## src/rtl/toivoh_basilisc_2816.sv

```systemverilog
// 16-bit accumulator CPU for Tiny Tapeout. Code and data live off-chip and are
// reached through 4-cycle byte-serial transactions (addr lo, addr hi, data lo, data hi) on uio.
module toivoh_basilisc_2816 (
  input  logic       clk,
  input  logic       rst_n,
  input  logic       ena,
  input  logic [7:0] ui_in,
  output logic [7:0] uo_out,
  input  logic [7:0] uio_in,
  output logic [7:0] uio_out,
  output logic [7:0] uio_oe
);

  typedef enum logic [1:0] {
    S_FETCH = 2'd0,
    S_EXEC  = 2'd1,
    S_DATA  = 2'd2,
    S_HALT  = 2'd3
  } state_e;

  typedef enum logic [3:0] {
    OP_LDI  = 4'h0, OP_LD  = 4'h1, OP_ST  = 4'h2, OP_ADD = 4'h3,
    OP_SUB  = 4'h4, OP_AND = 4'h5, OP_OR  = 4'h6, OP_XOR = 4'h7,
    OP_JMP  = 4'h8, OP_JZ  = 4'h9, OP_JC  = 4'hA, OP_SHL = 4'hB,
    OP_SHR  = 4'hC, OP_LDH = 4'hD, OP_NOP = 4'hE, OP_HALT = 4'hF
  } op_e;

  state_e      state_q, state_d;
  logic [1:0]  phase_q, phase_d;
  logic [15:0] pc_q, a_q, ir_q;
  logic        c_q;
  logic [7:0]  rd_lo_q;

  logic        stall;
  op_e         op;
  logic [15:0] imm16;
  logic [15:0] rd_word;
  logic        is_mem_op;
  logic        in_txn;
  logic        is_write;
  logic [15:0] bus_addr;

  logic [15:0] pc_next, a_exec, a_data;
  logic        c_exec, c_data;
  logic [16:0] sum17;

  logic        unused_ok;
  assign unused_ok = &{1'b0, ena, ui_in[7:1]};

  assign stall     = ui_in[0];
  assign op        = op_e'(ir_q[15:12]);
  assign imm16     = {4'h0, ir_q[11:0]};
  assign rd_word   = {uio_in, rd_lo_q};
  assign is_mem_op = (ir_q[15:12] >= 4'h1) && (ir_q[15:12] <= 4'h7);
  assign in_txn    = (state_q == S_FETCH) || (state_q == S_DATA);
  assign is_write  = (state_q == S_DATA) && (op == OP_ST);
  assign bus_addr  = (state_q == S_FETCH) ? pc_q : imm16;

  // State register; stall freezes everything, including mid-transaction phase.
  always_ff @(posedge clk or negedge rst_n) begin
    // NOTE: sequential state uses non-blocking (<=) so all registers update from pre-edge values.
    if (!rst_n) begin
      state_q <= S_FETCH;
      phase_q <= 2'd0;
    end else if (!stall) begin
      state_q <= state_d;
      phase_q <= phase_d;
    end
  end

  always_comb begin
    // NOTE: every comb output gets a default first so no path leaves it unassigned (no latch).
    state_d = state_q;
    phase_d = phase_q;
    unique case (state_q)
      S_FETCH: begin
        phase_d = phase_q + 2'd1;
        if (phase_q == 2'd3) state_d = S_EXEC;
      end
      S_DATA: begin
        phase_d = phase_q + 2'd1;
        if (phase_q == 2'd3) state_d = S_FETCH;
      end
      S_EXEC: begin
        phase_d = 2'd0;
        if (op == OP_HALT)  state_d = S_HALT;
        else if (is_mem_op) state_d = S_DATA;
        else                state_d = S_FETCH;
      end
      default: ;
    endcase
  end

  // Register-only results of the EXEC cycle.
  always_comb begin
    pc_next = pc_q + 16'd1;
    a_exec  = a_q;
    c_exec  = c_q;
    unique case (op)
      OP_LDI: a_exec = imm16;
      OP_JMP: pc_next = imm16;
      OP_JZ:  if (a_q == 16'd0) pc_next = imm16;
      OP_JC:  if (c_q) pc_next = imm16;
      OP_SHL: begin
        a_exec = {a_q[14:0], 1'b0};
        c_exec = a_q[15];
      end
      OP_SHR: begin
        a_exec = {1'b0, a_q[15:1]};
        c_exec = a_q[0];
      end
      OP_LDH: a_exec = {ir_q[7:0], a_q[7:0]};
      default: ;
    endcase
  end

  // Memory-operand results, applied at the edge ending DATA T3.
  always_comb begin
    a_data = a_q;
    c_data = c_q;
    sum17  = {1'b0, a_q} + {1'b0, rd_word};
    unique case (op)
      OP_LD:  a_data = rd_word;
      OP_ADD: {c_data, a_data} = sum17;
      OP_SUB: begin
        a_data = a_q - rd_word;
        c_data = a_q < rd_word;
      end
      OP_AND: a_data = a_q & rd_word;
      OP_OR:  a_data = a_q | rd_word;
      OP_XOR: a_data = a_q ^ rd_word;
      default: ;
    endcase
  end

  always_ff @(posedge clk or negedge rst_n) begin
    if (!rst_n) begin
      pc_q    <= 16'd0;
      a_q     <= 16'd0;
      c_q     <= 1'b0;
      ir_q    <= 16'd0;
      rd_lo_q <= 8'd0;
    end else if (!stall) begin
      unique case (state_q)
        S_FETCH: begin
          if (phase_q == 2'd2) rd_lo_q <= uio_in;
          if (phase_q == 2'd3) ir_q <= rd_word;
        end
        S_EXEC: begin
          pc_q <= pc_next;
          a_q  <= a_exec;
          c_q  <= c_exec;
        end
        S_DATA: begin
          if (phase_q == 2'd2) rd_lo_q <= uio_in;
          if (phase_q == 2'd3) begin
            a_q <= a_data;
            c_q <= c_data;
          end
        end
        default: ;
      endcase
    end
  end

  // Outputs decode registered state only.
  always_comb begin
    uo_out  = {state_q == S_FETCH, a_q == 16'd0, c_q, state_q == S_HALT,
               in_txn ? phase_q : 2'd0, is_write, in_txn && (phase_q == 2'd0)};
    uio_out = 8'h00;
    uio_oe  = 8'h00;
    if (in_txn) begin
      unique case (phase_q)
        2'd0: uio_out = bus_addr[7:0];
        2'd1: uio_out = bus_addr[15:8];
        2'd2: if (is_write) uio_out = a_q[7:0];
        2'd3: if (is_write) uio_out = a_q[15:8];
        default: ;
      endcase
      if (phase_q < 2'd2 || is_write) uio_oe = 8'hFF;
    end
  end

endmodule

```

## config.mk

```make
export PLATFORM = sky130hd
export DESIGN_NAME = toivoh_basilisc_2816
export DESIGN_NICKNAME = d
export VERILOG_FILES = /design/src/rtl/toivoh_basilisc_2816.sv
export SDC_FILE = /design/constraint.sdc
export NUM_CORES = 1
export LEC_CHECK = 0
export CORE_MARGIN = 5
export CORE_UTILIZATION = 66
export DETAILED_ROUTE_END_ITERATION = 8
export GPL_ROUTABILITY_DRIVEN = 1
export PLACE_DENSITY_LB_ADDON = 0.08
export SYNTH_ARGS = -nofsm -noshare
export SYNTH_HDL_FRONTEND = slang
export SYNTH_SLANG_ARGS = --single-unit
```

## constraint.sdc

```tcl
create_clock -name clk -period 4.2 [get_ports clk]
set_clock_uncertainty 0.05 [all_clocks]
set_input_delay 0.63 -clock clk [delete_from_list [all_inputs] [get_ports clk]]
set_output_delay 0.63 -clock clk [all_outputs]
set_load 0.05 [all_outputs]
```

==> Yosys cells after proc, flatten, opt, wreduce, memory -nomap -nowiden <==
Index checks and enable logic that the tools add are counted.
{ "word_totals": {"regBits": 61, "output_inout_bits": 24} }
{ "op_classes": {"n_addsub": 4, "order_cmp": 4, "eq_ne": 28, "mux": 25, "bitwise_logic": 4, "n_reduce_logical": 21} }
{ "ops": {"columns": ["cell", "count"], "rows": [
  ["$pmux W16 S6", 1],
  ["$mux W16", 4],
  ["$pmux W16 S4", 1],
  ["$pmux W16 S3", 1],
  ["$mux W8", 5],
  ["$pmux W16 S2", 1],
  ["$pmux W8 S4", 1],
  ["$eq A4 B4 Y1 const B", 7],
  ["$add A16 B16 Y17", 1],
  ["$add A16 B1 Y16 const B", 1],
  ["$and A16 B16 Y16", 1],
  ["$eq A4 B3 Y1 const B", 4],
  ["$logic_not A16 Y1", 1],
  ["$lt A16 B16 Y1", 1],
  ["$or A16 B16 Y16", 1],
  ["$sub A16 B16 Y16", 1],
  ["$xor A16 B16 Y16", 1],
  ["$mux W2", 5],
  ["$reduce_and A5 Y1", 2],
  ["$eq A2 B2 Y1 const B", 4],
  ["$eq A4 B2 Y1 const B", 2],
  ["$ne A7 B1 Y1 const B", 1],
  ["$ne A3 B1 Y1 const B", 2],
  ["$pmux W1 S2", 3],
  ["other kinds (25)", 34]
]} }

==> Logic depth before layout (Yosys ltp) <==
{ "logic_depth": {"ltp_word": 5, "mapped_depth": 11, "mapped_depth_nobuf": 11} }

==> Least setup slack after synthesis <==
OpenSTA, ideal clock, no wires.
{ "synth_path": {"kind": "register to output", "from": "reg state_q[0]", "to": "out uio_out[4]", "t_arrival_ps": 2929, "slack_ps": 591, "path_stages_with_launch": 8, "n_path_buf": 2, "path_cell_list": "dfrtp_1 inv_1 ha_1 clkbuf_1 clkbuf_1 and2_1 a221oi_1 nor3_1"} }
{ "synth_rtl": {"columns": ["item", "line", "rtl"], "rows": [
  ["start, declared", "28", "state_e state_q, state_d;"],
  ["start signal, assigned", "66", "state_q <= state_d;"],
  ["$logic_not A2 Y1 (*)", null, null],
  ["net uo_out[7]", "8", "output logic [7:0] uo_out,"],
  ["$mux W16", "57", "assign bus_addr = (state_q == S_FETCH) ? pc_q : imm16;"],
  ["$pmux W8 S4", "173", "unique case (phase_q)"],
  ["$mux W8 (*)", "172", "if (in_txn) begin"],
  ["end, declared", "10", "output logic [7:0] uio_out,"]
]} }
The timed path passes the listed nets; every way through them passes the cells marked *.

==> Worst setup path in the final report <==
{ "layout_path": {"from": "reg ir_q[12]", "to": "out uio_oe[5]"} }
{ "layout_between": {"elab_chain_cells": 5} }
{ "layout_rtl": {"columns": ["item", "line", "rtl"], "rows": [
  ["start, declared", "30", "logic [15:0] pc_q, a_q, ir_q;"],
  ["start signal, assigned", "147", "if (phase_q == 2'd3) ir_q <= rd_word;"],
  ["$eq A4 B2 Y1", "56", "assign is_write = (state_q == S_DATA) && (op == OP_ST);"],
  ["$logic_and A1 B1 Y1", "56", null],
  ["$logic_or A1 B1 Y1", "180", "if (phase_q < 2'd2 || is_write) uio_oe = 8'hFF;"],
  ["$mux W8", "180", null],
  ["$mux W8", "172", null],
  ["end, declared", "11", "output logic [7:0] uio_oe"]
]} }
Every way passes these cells.

==> flow_metrics.env <==
export IMPL_root_buffer="clkbuf_8"
export IMPL_wl_um=21900
export IMPL_holdBufCountCts=0
export IMPL_drive_above_1_share_pct=8.81
export IMPL_worstSetupPathType="reg -> out"
export IMPL_setup_violations=0
export IMPL_worst_ep_required_time_ns=3.52
export IMPL_grt_first_pass_wirelength_um=34300
export IMPL_power_switching_mw=3.13
export IMPL_dr_pass1_iters=9
export IMPL_dp_hpwl_um=16000
export IMPL_period_share_pct=85.2
export IMPL_fillers=716
export IMPL_syn_area_um2=6470
export IMPL_grt_max_degree=33
export IMPL_gp_congestion=0.976
export IMPL_cts_made_buffers=9
export IMPL_synth_cells=842
export IMPL_relSlewSlack_pct=23.8
export IMPL_die_area_um2=11900
export IMPL_p_clk_share_pct=10.4
export IMPL_io_pins=43
export IMPL_routed_via_density=7.30
export IMPL_dr_total_vias=7103
export IMPL_cts_resized_gates=0
export IMPL_h_tree_depth=3
export IMPL_cp_start_kind="register"
export IMPL_end_kind="output port"
export IMPL_drc=0
export IMPL_nets=916
export IMPL_cts_tree="done"
export IMPL_die_width_um=109
export IMPL_p_per_area_nw_per_um2=807
export IMPL_fin_crit_ns=3.58
export IMPL_fp_dieH_um=109
export IMPL_max_cap_violations=0
export IMPL_drv_slew=0
export IMPL_gr_usage_all_layers_pct=37.4
export IMPL_rrSetupSlack_ns=0.72
export IMPL_reg2regPathDepth=11
export IMPL_min_path_type="in -> async"
export IMPL_worstPathMaxFanout=25
export IMPL_grt_overflow=0
export IMPL_setup_tns_final_ns=0
export IMPL_placementRows=36
export IMPL_grt_pass1_vias=6524
export IMPL_hold_viol_final=0
export IMPL_clock_fmax_mhz=279
export IMPL_rr_startpoint="a_q[0]"
export IMPL_ys_warnings_count=0
export IMPL_ys_types=80
export IMPL_arrival_ns=2.90
export IMPL_ys_ff_latch=61
export IMPL_synth_seq_area_share_pct=23.6
export IMPL_p_leak_nw=3.12
export IMPL_p_sw_share_pct=54.1
export IMPL_seqPwrFrac_pct=21.4
export IMPL_cts_max_path_buffers=2
export IMPL_status="completed"
export IMPL_ir_worst_vdd_v=0.000525
export IMPL_io_buffer_count=34
export IMPL_initialDrtViolationCount=1049
export IMPL_postRouteAntennaNets=0
export IMPL_synthArstFlopShare_pct=100
export IMPL_tightest_slew_ns=1.14
export IMPL_num_antenna_cells=0
export IMPL_yosys_most_used_dff="dfrtp_1"
export IMPL_cts_setup_buffers=0
export IMPL_synth_edf_count=0
export IMPL_rsz0062_at_grt="false"
export IMPL_clock_sinks=61
export IMPL_syn_nets=923
export IMPL_coreArea_um2=9680
export IMPL_p_int_mw=2.66
export IMPL_power_frac_comb_pct=68.2
export IMPL_area_delta_synth_final_pct=11.0
export IMPL_insertion_delay_ns=0.36
export IMPL_crit_reg2reg_capture="c_q"
export IMPL_postSynthAreaPerCell_um2=7.69
export IMPL_drt_wirelength_per_cell_um=22.5
export IMPL_start_util_pct=66.8
export IMPL_antenna_found_initial=0
export IMPL_clk_pin_slew_ns=0.08
export IMPL_power_total_mw=5.80
-- how the worst max path moves through the flow --
| stage | from | endpoint | slack [ns] | depth (start not counted) |
|---|---|---|---|---|
| after floorplan | state_q[0] | uio_out[4] | 0.59 | 7 |
| after global placement | uio_in[3] | a_q[15] | 0.71 | 10 |
| after detailed placement | uio_in[3] | a_q[15] | 0.69 | 10 |
| after CTS | ir_q[12] | uio_oe[5] | 0.72 | 7 |
| after global routing | ir_q[12] | uio_oe[0] | 0.56 | 7 |
| final | ir_q[12] | uio_oe[5] | 0.62 | 7 |
-- registers in the layout (all words and copies together) (netlist names) --
register and flops:
rd_lo_q 8, c_q 1, ir_q 16, phase_q 2, a_q 16, pc_q 16, state_q 2
-- logic make-up after synthesis --
logic type	share of synthesized area [%]
xor gates and xnor gates	0.541
muxes	2.42
buffers and inverters	8.33
AOI/OAI and AO/OA	33.4
DFF	23.6
and+or+nand+nor	19.5
adders and majority gates	12.2
-- metal layers --
metal  GRT usage (%)  wire length [um]  vias up
met2            59.6              9650      588
li1                -                 -     3110
met4            17.7              1220        0
met1            48.3              8400     3277
met5           0.893                 0        -
met3            7.76              2630      128
-- cell usage in the layout, fill, tap and decap left out, types with 17 or more instances in the layout --
cell type,count
a21oi_1,63
a22oi_1,17
buf_12,17
buf_4,17
dfrtp_1,61
ha_1,60
inv_1,59
nand2_1,74
nor2_1,57
nor3_1,26
o21ai_0,75
-- cells in the mapped netlist (11+ instances only) --
master | count | area share (%)
nand2_1 | 74 | 4.3
o21ai_0 | 75 | 5.8
nand3_1 | 15 | 1.2
a22oi_1 | 17 | 2.0
clkbuf_1 | 38 | 2.2
a21oi_1 | 63 | 4.9
nor2b_1 | 11 | 1.1
buf_2 | 16 | 1.2
a22o_1 | 12 | 1.6
nor3_1 | 26 | 2.0
a221oi_1 | 16 | 2.2
dfrtp_1 | 61 | 24
nand2b_1 | 16 | 1.5
ha_1 | 60 | 12
nor2_1 | 57 | 3.3
a21o_1 | 12 | 1.4
a211oi_1 | 13 | 1.5
inv_1 | 59 | 3.4
-- power groups by stage --
stage                     sequential, mW  clock (mW)  combinational [mW]
after global placement              1.21           0                3.72
after detailed placement            1.22           0                3.83
final                               1.24       0.603                3.95
after global routing                1.27       0.624                4.21
after floorplan                     1.02           0                2.73
after CTS                           1.22       0.600                3.85
-- worst max-delay path, cell delays in order, from the launching register on --
cell and delay, ns:
dfrtp_1 0.75, nand2b_1 0.56, nor4_2 0.28, buf_4 0.25, inv_1 0.05, a21oi_1 0.18
buf_4 0.29, buf_12 0.17
-- through the flow --
stage          utilization [%]  area, um2  setup slack (ns)  instances  hold WS, ns
3_5_place_dp              71.9       6960             0.685        957        0.493
5_1_grt                   74.2       7180             0.564        973        0.319
6_report                  74.2       7180             0.621        973        0.260
2_1_floorplan                -       6470             0.591        842        0.284
4_1_cts                   74.2       7180             0.716        973        0.278
3_3_place_gp              71.9       6960             0.707        957        0.473
-- layout make-up --
class | instances | area, um2 | share of cell area, %
multi-input combinational | 652 | 4410 | 61.4
sequential | 61 | 1530 | 21.3
timing repair buffer | 51 | 633 | 8.81
inverter | 60 | 225 | 3.14
tap | 133 | 166 | 2.32
clock buffer | 9 | 124 | 1.72
clock inverter | 7 | 97.6 | 1.36
(Power assumes the default switching activity.)
